**config.mk**
```make
export PLATFORM = sky130hd
export DESIGN_NAME = fpu_issue_ctrl
export DESIGN_NICKNAME = d
export VERILOG_FILES = /design/src/rtl/fpu_issue_wire.sv /design/src/rtl/fpu_rm_resolve.sv /design/src/rtl/fpu_issue_ctrl.sv
export SDC_FILE = /design/constraint.sdc
export NUM_CORES = 1
export LEC_CHECK = 0
export ABC_AREA = 1
export CORE_MARGIN = 2
export CORE_UTILIZATION = 40
export DETAILED_ROUTE_END_ITERATION = 8
export GPL_TIMING_DRIVEN = 0
export PLACE_DENSITY = 0.8
export SLEW_MARGIN = 25
export SYNTH_ARGS = -nofsm -noshare
export SYNTH_HDL_FRONTEND = slang
export SYNTH_SLANG_ARGS = --single-unit
```
**constraint.sdc**
```tcl
create_clock -name clock -period 10.8 [get_ports clock]
set_clock_uncertainty 0.15 [all_clocks]
set_input_delay 1.08 -clock clock [delete_from_list [all_inputs] [get_ports clock]]
set_output_delay 1.08 -clock clock [all_outputs]
set_load 0.01 [all_outputs]
```
**src/rtl/fpu_issue_wire.sv**
```systemverilog
// rtl/fpu_issue_wire.sv - shared op codes, FSM states, rounding-mode and flag constants
package fpu_issue_wire;

    typedef enum logic [4:0] {
        FADD     = 5'd0,
        FSUB     = 5'd1,
        FMUL     = 5'd2,
        FDIV     = 5'd3,
        FSQRT    = 5'd4,
        FSGNJ    = 5'd5,
        FMINMAX  = 5'd6,
        FCMP     = 5'd7,
        FMV_F2I  = 5'd8,
        FMV_I2F  = 5'd9,
        FCLASS   = 5'd10,
        FCVT_F2I = 5'd11,
        FCVT_I2F = 5'd12,
        FMADD    = 5'd13,
        FMSUB    = 5'd14,
        FNMSUB   = 5'd15,
        FNMADD   = 5'd16
    } op_e;

    typedef enum logic [2:0] {
        ST_IDLE = 3'd0,
        ST_EXEC = 3'd1,
        ST_WAIT = 3'd2,
        ST_WB   = 3'd3,
        ST_ILL  = 3'd4,
        ST_ERR  = 3'd5
    } state_e;

    localparam logic [2:0] RM_RNE  = 3'd0;
    localparam logic [2:0] RM_RTZ  = 3'd1;
    localparam logic [2:0] RM_RDN  = 3'd2;
    localparam logic [2:0] RM_RUP  = 3'd3;
    localparam logic [2:0] RM_RMM  = 3'd4;
    localparam logic [2:0] RM_RSV5 = 3'd5;
    localparam logic [2:0] RM_RSV6 = 3'd6;
    localparam logic [2:0] RM_DYN  = 3'd7;

    localparam int FLAG_NX = 0;
    localparam int FLAG_UF = 1;
    localparam int FLAG_OF = 2;
    localparam int FLAG_DZ = 3;
    localparam int FLAG_NV = 4;

    // Sign-injection, raw moves and classify never raise IEEE exceptions.
    function automatic logic op_sets_flags(input logic [4:0] op);
        return !((op == FSGNJ) || (op == FMV_F2I) || (op == FMV_I2F) || (op == FCLASS));
    endfunction

endpackage

```
**src/rtl/fpu_rm_resolve.sv**
```systemverilog
// rtl/fpu_rm_resolve.sv - dynamic rounding-mode substitution and legality check
module fpu_rm_resolve
    import fpu_issue_wire::*;
(
    input  logic [2:0] rm,
    input  logic [2:0] frm,
    output logic [2:0] rm_eff,
    output logic       illegal
);

    assign rm_eff  = (rm == RM_DYN) ? frm : rm;
    assign illegal = (rm_eff == RM_RSV5) || (rm_eff == RM_RSV6);

endmodule

```
**src/rtl/fpu_issue_ctrl.sv**
```systemverilog
// rtl/fpu_issue_ctrl.sv - FPU issue/writeback sequencer; FPU_FFLAGS_ACCUM_EN adds sticky flag accumulator
module fpu_issue_ctrl
    import fpu_issue_wire::*;
#(
    parameter int TIMEOUT = 64,
    parameter int CNT_W   = 7
) (
    input  logic        clock,
    input  logic        reset,
    input  logic        req_valid,
    output logic        req_ready,
    input  logic [4:0]  req_op,
    input  logic [2:0]  req_rm,
    input  logic        req_fdest,
    input  logic [4:0]  req_waddr,
    input  logic [31:0] req_data1,
    input  logic [31:0] req_data2,
    input  logic [31:0] req_data3,
    input  logic [2:0]  frm,
    input  logic        flush,
    output logic        exe_enable,
    output logic        exe_kill,
    output logic [4:0]  exe_op,
    output logic [2:0]  exe_rm,
    output logic [31:0] exe_data1,
    output logic [31:0] exe_data2,
    output logic [31:0] exe_data3,
    input  logic        exe_ready,
    input  logic [31:0] exe_result,
    input  logic [4:0]  exe_flags,
    output logic        wb_fwren,
    output logic        wb_wren,
    output logic [4:0]  wb_waddr,
    output logic [31:0] wb_wdata,
    output logic        wb_flag_en,
    output logic [4:0]  wb_fflags,
    output logic        wb_illegal,
    output logic        wb_error,
    input  logic        acc_clear,
    output logic [4:0]  acc_fflags
);

    state_e           state;
    logic [CNT_W-1:0] cnt;
    logic             fdest_q;
    logic [2:0]       rm_eff;
    logic             rm_illegal;
    logic             can_accept;
    logic             accept;
    logic             in_flight;
    logic             timeout_hit;

    fpu_rm_resolve u_rm_resolve (
        .rm      (req_rm),
        .frm     (frm),
        .rm_eff  (rm_eff),
        .illegal (rm_illegal)
    );

    // WB/ILL/ERR all accept so a new op can issue in the cycle after a completion.
    assign can_accept  = (state == ST_IDLE) || (state == ST_WB) ||
                         (state == ST_ILL)  || (state == ST_ERR);
    assign req_ready   = can_accept && !flush;
    assign accept      = req_valid && req_ready;
    assign in_flight   = (state == ST_EXEC) || (state == ST_WAIT);
    assign timeout_hit = (state == ST_WAIT) && !exe_ready && (cnt == CNT_W'(TIMEOUT - 1));

    assign exe_enable  = (state == ST_EXEC);
    assign exe_kill    = in_flight && (flush || timeout_hit);

    // flush in a completion cycle cancels that cycle's strobes.
    assign wb_fwren    = (state == ST_WB) && !flush && fdest_q;
    assign wb_wren     = (state == ST_WB) && !flush && !fdest_q && (wb_waddr != 5'd0);
    assign wb_flag_en  = (state == ST_WB) && !flush && op_sets_flags(exe_op);
    assign wb_illegal  = (state == ST_ILL) && !flush;
    assign wb_error    = (state == ST_ERR) && !flush;

    always_ff @(posedge clock or posedge reset) begin
        if (reset) begin
            state     <= ST_IDLE;
            cnt       <= '0;
            fdest_q   <= 1'b0;
            exe_op    <= 5'd0;
            exe_rm    <= 3'd0;
            exe_data1 <= 32'd0;
            exe_data2 <= 32'd0;
            exe_data3 <= 32'd0;
            wb_waddr  <= 5'd0;
            wb_wdata  <= 32'd0;
            wb_fflags <= 5'd0;
        end else begin
            unique case (state)
                ST_IDLE, ST_WB, ST_ILL, ST_ERR: begin
                    if (accept) begin
                        exe_op    <= req_op;
                        exe_rm    <= rm_eff;
                        exe_data1 <= req_data1;
                        exe_data2 <= req_data2;
                        exe_data3 <= req_data3;
                        fdest_q   <= req_fdest;
                        wb_waddr  <= req_waddr;
                        state     <= rm_illegal ? ST_ILL : ST_EXEC;
                    end else begin
                        state     <= ST_IDLE;
                    end
                end
                ST_EXEC: begin
                    cnt <= '0;
                    if (flush) begin
                        state <= ST_IDLE;
                    end else if (exe_ready) begin
                        wb_wdata  <= exe_result;
                        wb_fflags <= exe_flags;
                        state     <= ST_WB;
                    end else begin
                        state     <= ST_WAIT;
                    end
                end
                ST_WAIT: begin
                    cnt <= cnt + 1'b1;
                    if (flush) begin
                        state <= ST_IDLE;
                    end else if (exe_ready) begin
                        wb_wdata  <= exe_result;
                        wb_fflags <= exe_flags;
                        state     <= ST_WB;
                    end else if (timeout_hit) begin
                        state <= ST_ERR;
                    end
                end
                default: state <= ST_IDLE;
            endcase
        end
    end

`ifdef FPU_FFLAGS_ACCUM_EN
    logic [4:0] acc_q;

    always_ff @(posedge clock or posedge reset) begin
        if (reset) begin
            acc_q <= 5'd0;
        end else if (acc_clear) begin
            acc_q <= 5'd0;
        end else if (wb_flag_en) begin
            acc_q <= acc_q | wb_fflags;
        end
    end

    assign acc_fflags = acc_q;
`else
    logic unused_acc_clear;

    assign unused_acc_clear = acc_clear;
    assign acc_fflags       = 5'd0;
`endif

endmodule

```
Word level (Yosys, flattened, before mapping) --
Index checks and enable logic that the tools add are counted.
Operators by class: bitwise gates (word level) 1, mux-type cells 10, add/subtract/negate cells 1, eq/ne operators 14, reductions and logical operators 32
Operator list (count):
- 3-bit two-way mux | 6
- 3-bit equality test, second input constant | 5
- 5-bit by 4-bit equality test with 1-bit output, second input constant | 3
- 7-bit case mux with 2 select lines | 1
- 1-bit logical AND | 12
- 1-bit logical OR | 9
- 3-bit case mux with 3 select lines | 1
- 7-bit by 1-bit adder with 7-bit output, second input constant | 1
- 7-bit by 6-bit equality test with 1-bit output, second input constant | 1
- 3-bit by 2-bit equality test with 1-bit output, second input constant | 2
- 5-bit by 3-bit equality test with 1-bit output, second input constant | 1
- 5-bit nonzero test | 1
- 1-bit logical NOT | 4
- 4-bit inequality test, second input constant | 1
- 4-bit OR reduction | 1
- 3-bit by 1-bit equality test with 1-bit output, second input constant | 1
- 3-bit logical NOT | 1
- 3-bit AND reduction | 1
- 2-bit two-way mux | 1
- 2-bit AND reduction | 1
- 2-bit nonzero test | 1
- 2-bit OR reduction | 1
- 1-bit two-way mux | 1
- 1-bit inverter | 1
Word-level totals: register bits 157, word-level logic and storage cells 69

Longest topological paths before layout --
Gate-level depths: netlist of the first run.
depth after elaboration 8, mapped depth 10, mapped depth without buffers 8

Modules after synthesis --
A second synthesis of the first run with hierarchy kept.
Second synthesis, totals: cell total of the unflattened synthesis 756, area total of the unflattened synthesis 6527.5 µm²
By module, submodules not included:
- fpu_issue_ctrl | cells an instance 739, area an instance 6456.2 µm², times used 1, seq. area each 3928.8 µm²
- fpu_rm_resolve | cells an instance 17, area an instance 71.3 µm², times used 1, seq. area each 0.0 µm²

Worst setup path before layout of the first run --
Ideal clock, no wire load.
path kind input -> output, from input flush, to output wb_wren, path buffers 0, stages on the path 3, arrival 1668 ps, setup slack 7902 ps, required time 9570 ps, cell sequence inv_1 > nand4_1 > a311oi_1
On the way: word-level cells in the longest chain between the ends 4
RTL lines:
- start: declaration | RTL line fpu_issue_ctrl.sv:20 | input logic flush,
- 1-bit logical NOT | RTL line fpu_issue_ctrl.sv:73 | assign wb_wren = (state == ST_WB) && !flush && !fdest_q && (wb_waddr != 5'd0);
- 1-bit logical AND (3 in series) | RTL line fpu_issue_ctrl.sv:73
- end: declaration | RTL line fpu_issue_ctrl.sv:32 | output logic wb_wren,
No other way between the ends.

Final worst setup path of the first run --
Same ends and word-level chain as after synthesis.

==> results of run 1 <==
## power by group through the flow
| stage | Sequential [W] | Combinational, W | Clock (W) |
|---|---|---|---|
| 2_1_floorplan | 0.00116 | 0.000348 | 0 |
| 3_3_place_gp | 0.00103 | 0.00121 | 0 |
| 3_5_place_dp | 0.00104 | 0.00123 | 0 |
| 4_1_cts | 0.00104 | 0.00124 | 0.000582 |
| 5_1_grt | 0.00107 | 0.00134 | 0.000604 |
| 6_report | 0.00103 | 0.00122 | 0.000573 |
## layer usage
metal,track usage,share of wire,vias up
li1,-,-,2877
met1,0.2394,0.37,2677
met2,0.3905,0.49,240
met3,0.1070,0.12,27
met4,0.08033,0.020,2
met5,0,0.00068,-
## kinds of logic after synthesis
family	after synthesis	synth area share
adder cells (fa/ha/maj)	1	0.001979
other	1	0.0005934
flip-flops	157	0.6217
buffers and inverters	98	0.07365
AO/OA/AOI/OAI	66	0.05544
AND/OR/NAND/NOR	400	0.2439
XOR/XNOR	2	0.002772
## state kept, by name (all words and copies together) (netlist names)
| signal | flops |
|---|---|
| exe_rm | 3 |
| wb_waddr | 5 |
| state | 3 |
| fdest_q | 1 |
| exe_data2 | 32 |
| wb_fflags | 5 |
| wb_wdata | 32 |
| cnt | 7 |
| exe_op | 5 |
| exe_data1 | 32 |
| exe_data3 | 32 |
## tightest hold or removal path, delay by kind of cell, from the launching register on
kind | cells | cell delay, ns
DFF | 1 | 0.34
and+or+nand+nor | 2 | 0.09
## through the flow
stage / total power [W] / cells
after floorplan: 0.001504 / 729
after global placement: 0.002240 / 1248
after detailed placement: 0.002266 / 1249
after CTS: 0.002857 / 1281
after global routing: 0.003014 / 1281
final: 0.002829 / 1282
## cell usage after synthesis, drive strengths merged
| master | number | area share |
|---|---|---|
| a22oi | 1 | 0.0012 |
| inv | 62 | 0.037 |
| a21oi | 6 | 0.0048 |
| a31oi | 2 | 0.0020 |
| a22o | 1 | 0.0014 |
| conb | 1 | 0.00059 |
| o22ai | 2 | 0.0020 |
| nand4 | 1 | 0.00099 |
| a311oi | 1 | 0.0014 |
| dfrtp | 157 | 0.62 |
| nand2 | 369 | 0.22 |
| nand3 | 11 | 0.0095 |
| or2 | 1 | 0.00099 |
| nor3 | 3 | 0.0032 |
| o21ai | 52 | 0.041 |
| a32o | 1 | 0.0016 |
| buf | 35 | 0.036 |
| nor2 | 15 | 0.010 |
| clkbuf | 1 | 0.00059 |
| ha | 1 | 0.0020 |
| xor2 | 2 | 0.0028 |
## area by class of cell
cell class                      instances  area (um^2)
Clock buffer                           24        481.7
Buffer                                 36        232.7
Timing Repair Buffer                  309         3110
Sequential cell                       157         3929
Multi-Input combinational cell        474         1941
Tap cell                              211        264.0
Clock inverter                          8        83.83
Inverter                               62        240.2
Fill cell                            1233         5030
Antenna cell                            1        2.502
## layout by cell type (no fill, tap or decap), drive strengths merged
cell,n
a21oi,6
a22oi,1
or2,1
ha,1
bufinv,1
nor3,3
nand3,11
nor2,15
nand4,1
nand2,369
buf,36
clkbuf,25
clkinv,3
clkinvlp,3
a31oi,2
clkdlybuf4s50,308
o22ai,2
dfrtp,157
a311oi,1
diode,1
conb,5
inv,63
o21ai,52
a32o,1
xor2,2
a22o,1
## path summary, 6_finish.rpt
kind / start / end / cells after the start
setup / recovery: flush / wb_wren / 5
hold / removal: exe_data3[11] / exe_data3[11] / 2
setup reg to reg: state[1] / exe_data3[24] / 10
hold reg to reg: exe_data3[11] / exe_data3[11] / 2
max in group asynchronous: reset / wb_wdata[10] / 3
min in group asynchronous: reset / exe_data3[7] / 2
==> impl_metrics.tcl, run 1 <==
set metrics [dict create \
    status "completed" \
    cap_violations 0 \
    drc 0 \
    yosysWarnings 0 \
    path_clk_slew_ns 0.06 \
    cts_tree "done" \
    arrival_ns 2.85 \
    power_density_mw_per_mm2 275.1 \
    hold_path_class "reg2reg" \
    cts.sinks 157 \
    ant_nets 0 \
    ys_seq_area_frac 0.6217 \
    cts.htree.levels 4 \
    rsz0062_at_grt "no" \
    finalSetupTns_ns 0 \
    path_class "in2out" \
    grt_pass1_vias 5673 \
    syn_inst 725 \
    grt_usage 0.2248 \
    grt_max_degree 90 \
    max_freq_mhz 245.3 \
    die_w_um 129.7 \
    crit_family "buffers and inverters" \
    clock_path_buffers 2 \
    syn_to_final_growth_pct 62.74 \
    startpoint_type "primary input" \
    switching_share 0.3384 \
    wl_per_cell_um 14.88 \
    cp_data_required_time_ns 9.57 \
    drtIter0Drc 261 \
    grt_pass1_wl_um 28910 \
    antenna_found_initial 1 \
    insertion_delay_ns 0.41 \
    synth_seq_cells 157 \
    dp_slack_ns 6.741 \
    crit_path_max_incr_delay_ns 0.59 \
    numCtsBuffers 17 \
    crit_chain "clkdlybuf4s50_1 -> inv_1 -> nand4_1 -> a311oi_1 -> clkdlybuf4s50_1" \
    die_h_um 129.7 \
    end_kind "output port" \
    fp.coreArea_mm2 0.01531 \
    r2r_setup_slack_ns 8.84 \
    final_nets 1214 \
    utilization 0.6716 \
    routed_via_density 4.542 \
    ir_drop_mv 0.1589 \
    comb_power_share 0.432 \
    io_buffer_count 308 \
    p_sw_w 0.0009576 \
    firstDrtPassIters 6 \
    cpMostUsedCell "clkdlybuf4s50_1" \
    p_int_w 0.001872 \
    min_period_ns 4.076 \
    syn_area_per_cell_um2 8.717 \
    final-hold-violation-count 0 \
    pwr-share-seq 0.366 \
    postCtsHoldBufs 0 \
    num_vias 5823 \
    leakagePower_nw 4.973 \
    cts_setup_buffers 0 \
    slew_viol_final 0 \
    critPathBufInv 3 \
    place.gp.congestion 0.7946 \
    slowest_stage "clkdlybuf4s50_1" \
    fin_area_mm2 0.01028 \
    cts_root_buf "clkbuf_16" \
    synth.cell_area_mm2 0.006320 \
    num_rows 45 \
    fin_crit_sh 0.3774 \
    cts_resized 0 \
    critPathMaxFanout 5 \
    hold-worst-slack_ns 0.3179 \
    synth_cell_types 28 \
    worst_pin_slew_ns 0.6387 \
    clkPwrFrac 0.202 \
    placed_area_mm2 0.009717 \
    wirelength_um 19070 \
    grt_overflow 0 \
    slew_headroom 0.5742 \
    start_util 0.4127 \
    dp_hpwl_um 14300 \
    fin_ws_ns 6.724 \
    die_area_mm2 0.01682 \
    setup_viol 0 \
    drive_gt1_frac 0.06822 \
    boundaryPins 315 \
]
(Power assumes the default switching activity.)
==> run 2: changes to the inputs <==
--- a/config.mk
+++ b/config.mk
@@ -7,10 +7,10 @@
 export LEC_CHECK = 0
 export ABC_AREA = 1
 export CORE_MARGIN = 2
-export CORE_UTILIZATION = 40
+export CORE_UTILIZATION = 36
 export DETAILED_ROUTE_END_ITERATION = 8
 export GPL_TIMING_DRIVEN = 0
-export PLACE_DENSITY = 0.8
+export PLACE_DENSITY = 0.76
 export SLEW_MARGIN = 25
 export SYNTH_ARGS = -nofsm -noshare
 export SYNTH_HDL_FRONTEND = slang
==> constraint.sdc (replaced) <==
create_clock -name clock -period 3.4 [get_ports clock]
set_clock_uncertainty 0.15 [all_clocks]
set_input_delay 0.34 -clock clock [delete_from_list [all_inputs] [get_ports clock]]
set_output_delay 0.34 -clock clock [all_outputs]
set_load 0.01 [all_outputs]
==> impl_metrics.tcl, run 2 (same netlist as run 1, synthesis figures left out) <==
set metrics [dict create \
    cp-startpoint "cnt[0]" \
    setup_viol 0 \
    wirelength_um 19500 \
    cp.depth 8 \
    firstDrtPassIters 4 \
    end_kind "output port" \
    path_class "reg2out" \
    numCtsBuffers 17 \
    cts_tree "done" \
    grt_pass1_vias 5754 \
    fin_crit_sh 0.8322 \
    start_util 0.3667 \
    wl_per_cell_um 15.00 \
    r2r-end "exe_data3[21]" \
    clock_path_buffers 2 \
    hold-worst-slack_ns 0.02875 \
    layout_commonest_cell "nand2_1" \
    postCtsHoldBufs 0 \
    die_h_um 136.5 \
    slew_viol_final 0 \
    finalPower_w 0.009208 \
    cts.sinks 157 \
    drive_gt1_frac 0.07442 \
    arrival_ns 2.34 \
    ir_drop_mv 0.4384 \
    grt_max_degree 32 \
    ant_nets 0 \
    boundaryPins 315 \
    die_w_um 136.5 \
    layout_common_cells "nand2_1, clkdlybuf4s50_1, dfrtp_1" \
    startpoint_type "flip-flop" \
    dp_hpwl_um 15160 \
    cts_setup_buffers 0 \
    max_freq_mhz 353.4 \
    crit_family "simple AND/OR/NAND/NOR gates" \
    hold_path_class "in2async" \
    crit_chain "ha_1 -> nand3_1 -> nor2_1 -> nand2_1 -> nor2_1 -> nand3_1 -> a21oi_1 -> clkdlybuf4s50_1" \
    drc 0 \
    insertion_delay_ns 0.42 \
    drtIter0Drc 198 \
    critPathBufInv 1 \
    leakagePower_nw 5.041 \
    io_buffer_count 308 \
    worstSetupEndpoint "exe_kill" \
    die_area_mm2 0.01863 \
    num_rows 48 \
    critPathMaxFanout 4 \
    antenna_found_initial 0 \
    final-hold-violation-count 0 \
    power_density_mw_per_mm2 880.1 \
    cts.htree.levels 4 \
    fp.coreArea_mm2 0.01724 \
    routed_via_density 4.465 \
    cap_violations 0 \
    cts_root_buf "clkbuf_16" \
    num_vias 5805 \
    r2r_setup_slack_ns 1.38 \
    crit_path_max_incr_delay_ns 0.55 \
    path_clk_slew_ns 0.07 \
    syn_to_final_growth_pct 65.55 \
    slowest_stage "clkdlybuf4s50_1" \
    grt_pass1_wl_um 29600 \
    diodes 0 \
    grt_usage 0.2082 \
    cts_resized 0 \
    min_period_ns 2.829 \
    rsz0062_at_grt "no" \
    grt_overflow 0 \
    final_nets 1219 \
    cp_data_required_time_ns 2.91 \
    status "completed" \
    rr_startpoint "state[1]" \
    r2r_cells 10 \
    place.gp.congestion 0.8109 \
]
## run 2: how the worst min path moves through the flow
stage / slack, ns / to / cells past startpoint / start
2_1_floorplan: 0.29 / cnt[6] / 1 / cnt[6]
3_3_place_gp: 0.30 / cnt[6] / 1 / cnt[6]
3_5_place_dp: 0.31 / exe_data2[25] / 2 / exe_data2[25]
4_1_cts: 0.01 / exe_data3[23] / 2 / reset
5_1_grt: 0.02 / exe_data3[23] / 2 / reset
6_report: 0.03 / exe_data3[23] / 2 / reset
## run 2: worst reg2reg max path, stage by stage (launching register included)
cell and delay [ns]:
dfrtp_1 0.42, inv_2 0.09, nand3_1 0.08, nand3_1 0.08, nand2_1 0.11, nor2_4 0.29, inv_2 0.17, buf_6 0.18
buf_2 0.19, nand2_1 0.09, nand2_1 0.06
## run 2: per-stage QoR
stage	area (um^2)	setup slack, ns	util	instances	TNS [ns]
6_report	10460	0.5706	0.6070	1300	0
3_3_place_gp	9703	-0.4525	0.5629	1262	-69.51
4_1_cts	10460	0.5478	0.6070	1300	0
2_1_floorplan	6339	0.9231	-	729	0
5_1_grt	10460	0.4222	0.6070	1300	0
3_5_place_dp	9831	0.8095	0.5703	1268	0
## run 2: power breakdown
group / leakage, nW / internal [W] / switching, W
clock: 0.293 / 0.00126 / 0.000787
combinational: 2.80 / 0.00212 / 0.00177
sequential: 1.95 / 0.00276 / 0.000507
## run 2: layer usage
layer / share of wire / up-vias / global-route usage
met3: 0.12 / 26 / 0.1048
met5: 0 / - / 0
li1: - / 2873 / -
met2: 0.49 / 233 / 0.3578
met4: 0.015 / 0 / 0.05671
met1: 0.38 / 2673 / 0.2267
## run 2: layout make-up
class / count / area [um^2]
Inverter: 62 / 236.5
Clock inverter: 12 / 185.2
Clock buffer: 20 / 446.7
Timing Repair Buffer: 314 / 3211
Tap cell: 225 / 281.5
Buffer: 36 / 232.7
Fill cell: 1506 / 6774
Sequential cell: 157 / 3929
Multi-Input combinational cell: 474 / 1941
==> run 3: changes to the inputs <==
--- a/config.mk
+++ b/config.mk
@@ -7,10 +7,10 @@
 export LEC_CHECK = 0
 export ABC_AREA = 1
 export CORE_MARGIN = 2
-export CORE_UTILIZATION = 36
+export CORE_UTILIZATION = 40
 export DETAILED_ROUTE_END_ITERATION = 8
 export GPL_TIMING_DRIVEN = 0
-export PLACE_DENSITY = 0.76
+export PLACE_DENSITY = 0.8
 export SLEW_MARGIN = 25
 export SYNTH_ARGS = -nofsm -noshare
 export SYNTH_HDL_FRONTEND = slang
==> constraint.sdc (replaced) <==
create_clock -name clock -period 2.7 [get_ports clock]
set_clock_uncertainty 0.15 [all_clocks]
set_input_delay 0.27 -clock clock [delete_from_list [all_inputs] [get_ports clock]]
set_output_delay 0.27 -clock clock [all_outputs]
set_load 0.01 [all_outputs]
==> impl_metrics.tcl, run 3 (same netlist as run 1, synthesis figures left out) <==
set metrics [dict create \
    grt_overflow 0 \
    multi_input_area_mm2 0.001941 \
    rsz0062_at_grt "no" \
    power_density_mw_per_mm2 1120 \
    ir_drop_mv 0.6584 \
    drive_gt1_frac 0.07356 \
    status "completed" \
    cts.htree.levels 4 \
    drc 0 \
    num-fill-cells 1198 \
    hold-worst-slack_ns 0.1178 \
    end_kind "output port" \
    io_buffer_count 308 \
    cp_data_required_time_ns 2.28 \
    grt_usage 0.2353 \
    boundaryPins 315 \
    grt_pass1_wl_um 30260 \
    max_freq_mhz 412.1 \
    placed_area_mm2 0.009786 \
    wl_per_cell_um 15.44 \
    firstDrtPassIters 4 \
    antenna_found_initial 2 \
    fin_area_mm2 0.01043 \
    path_class "in2out" \
    cp-startpoint "flush" \
    startpoint_type "primary input" \
    place.gp.congestion 0.7880 \
    cts_resized 1 \
    layout_common_cells "nand2_1, clkdlybuf4s50_1, dfrtp_1" \
    leakagePower_nw 5.049 \
    rr_startpoint "state[0]" \
    postCtsHoldBufs 0 \
    grt_pass1_vias 5895 \
    cap_violations 0 \
    die_h_um 129.7 \
    cts.sinks 157 \
    syn_to_final_growth_pct 65.08 \
    numCtsBuffers 17 \
    fin_crit_sh 0.8988 \
    seqCellArea_mm2 0.003929 \
    layout_commonest_cell "nand2_1" \
    hold_path_class "in2async" \
    fp.coreArea_mm2 0.01531 \
    dp_hpwl_um 15090 \
    slowest_stage "clkdlybuf4s50_1" \
    crit_path_max_incr_delay_ns 0.59 \
    final-hold-violation-count 0 \
    wirelength_um 19860 \
    slew_viol_final 0 \
    insertion_delay_ns 0.42 \
    critPathMaxFanout 5 \
    grt_max_degree 34 \
    num_vias 5890 \
    final_nets 1218 \
    cts_root_buf "clkbuf_16" \
    cts_tree "done" \
    path_clk_slew_ns 0.07 \
    setup_viol 0 \
    ant_nets 0 \
    arrival_ns 2.01 \
    num_rows 45 \
    min_period_ns 2.427 \
    drtIter0Drc 303 \
    die_w_um 129.7 \
    cts_setup_buffers 0 \
    crit_chain "clkdlybuf4s50_1 -> inv_1 -> nand4_1 -> a311oi_1 -> clkdlybuf4s50_1" \
    start_util 0.4127 \
    die_area_mm2 0.01682 \
    cpMostUsedCell "clkdlybuf4s50_1" \
    clock_path_buffers 2 \
    routed_via_density 4.580 \
]
==> run 3: cell types whose count changed in the layout (fill, tap and decap cells not counted) <==
cell | previous run | this run
clkinv_4 | 2 | 1
clkinv_2 | 0 | 2
diode_2 | 0 | 1
inv_8 | 0 | 1
bufinv_16 | 4 | 5
clkbuf_8 | 1 | 0
clkdlybuf4s50_1 | 308 | 307
dlygate4sd2_1 | 0 | 1
buf_16 | 1 | 0
clkinvlp_4 | 5 | 3
==> run 3: metal layers <==
metal,share of wire,wire length [um],GRT usage,up-vias
met2,0.50,9913,0.4142,253
met1,0.37,7295,0.2517,2728
li1,-,-,-,2876
met5,0.00065,13,0,-
met4,0.025,487,0.07527,2
met3,0.11,2150,0.1087,31
==> run 3: worst paths after layout <==
kind	to	slack (ns)	cells after the start
max	wb_wren	0.27	5
min	exe_data1[20]	0.12	2
max reg2reg	exe_data2[1]	0.69	10
min reg2reg	cnt[6]	0.32	1
max in group asynchronous	wb_wdata[20]	1.56	4
min in group clock	exe_data1[5]	0.22	3
==> run 3: worst max-delay path: cells and delay by family <==
family | cells | cell delay [ns]
AO/OA/AOI/OAI | 1 | 0.25
AND/OR/NAND/NOR | 1 | 0.21
buffers and inverters | 3 | 1.28
==> run 3: power by group <==
part / switching [W] / internal, W
clock: 0.000976 / 0.00165
combinational: 0.00224 / 0.00266
sequential: 0.000667 / 0.00348
total: 0.00388 / 0.00780
==> run 3: cell type report <==
class / count / area share
Timing Repair Buffer: 313 / 0.3050
Sequential cell: 157 / 0.3766
Clock buffer: 19 / 0.04150
Buffer: 36 / 0.02231
Multi-Input combinational cell: 474 / 0.1860
Antenna cell: 1 / 0.0002399
Clock inverter: 13 / 0.02039
Tap cell: 211 / 0.02531
Inverter: 62 / 0.02267
==> run 3: through the flow <==
step | TNS, ns | std cells | power [W] | worst slack [ns] | utilization
after floorplan | 0 | 729 | 0.006017 | 0.2931 | -
after global placement | -169.34 | 1248 | 0.008971 | -1.090 | 0.6324
after detailed placement | 0 | 1253 | 0.009093 | 0.2729 | 0.6390
after CTS | 0 | 1285 | 0.01179 | 0.2668 | 0.6810
after global routing | 0 | 1286 | 0.01242 | 0.08695 | 0.6812
final | 0 | 1286 | 0.01168 | 0.2732 | 0.6812
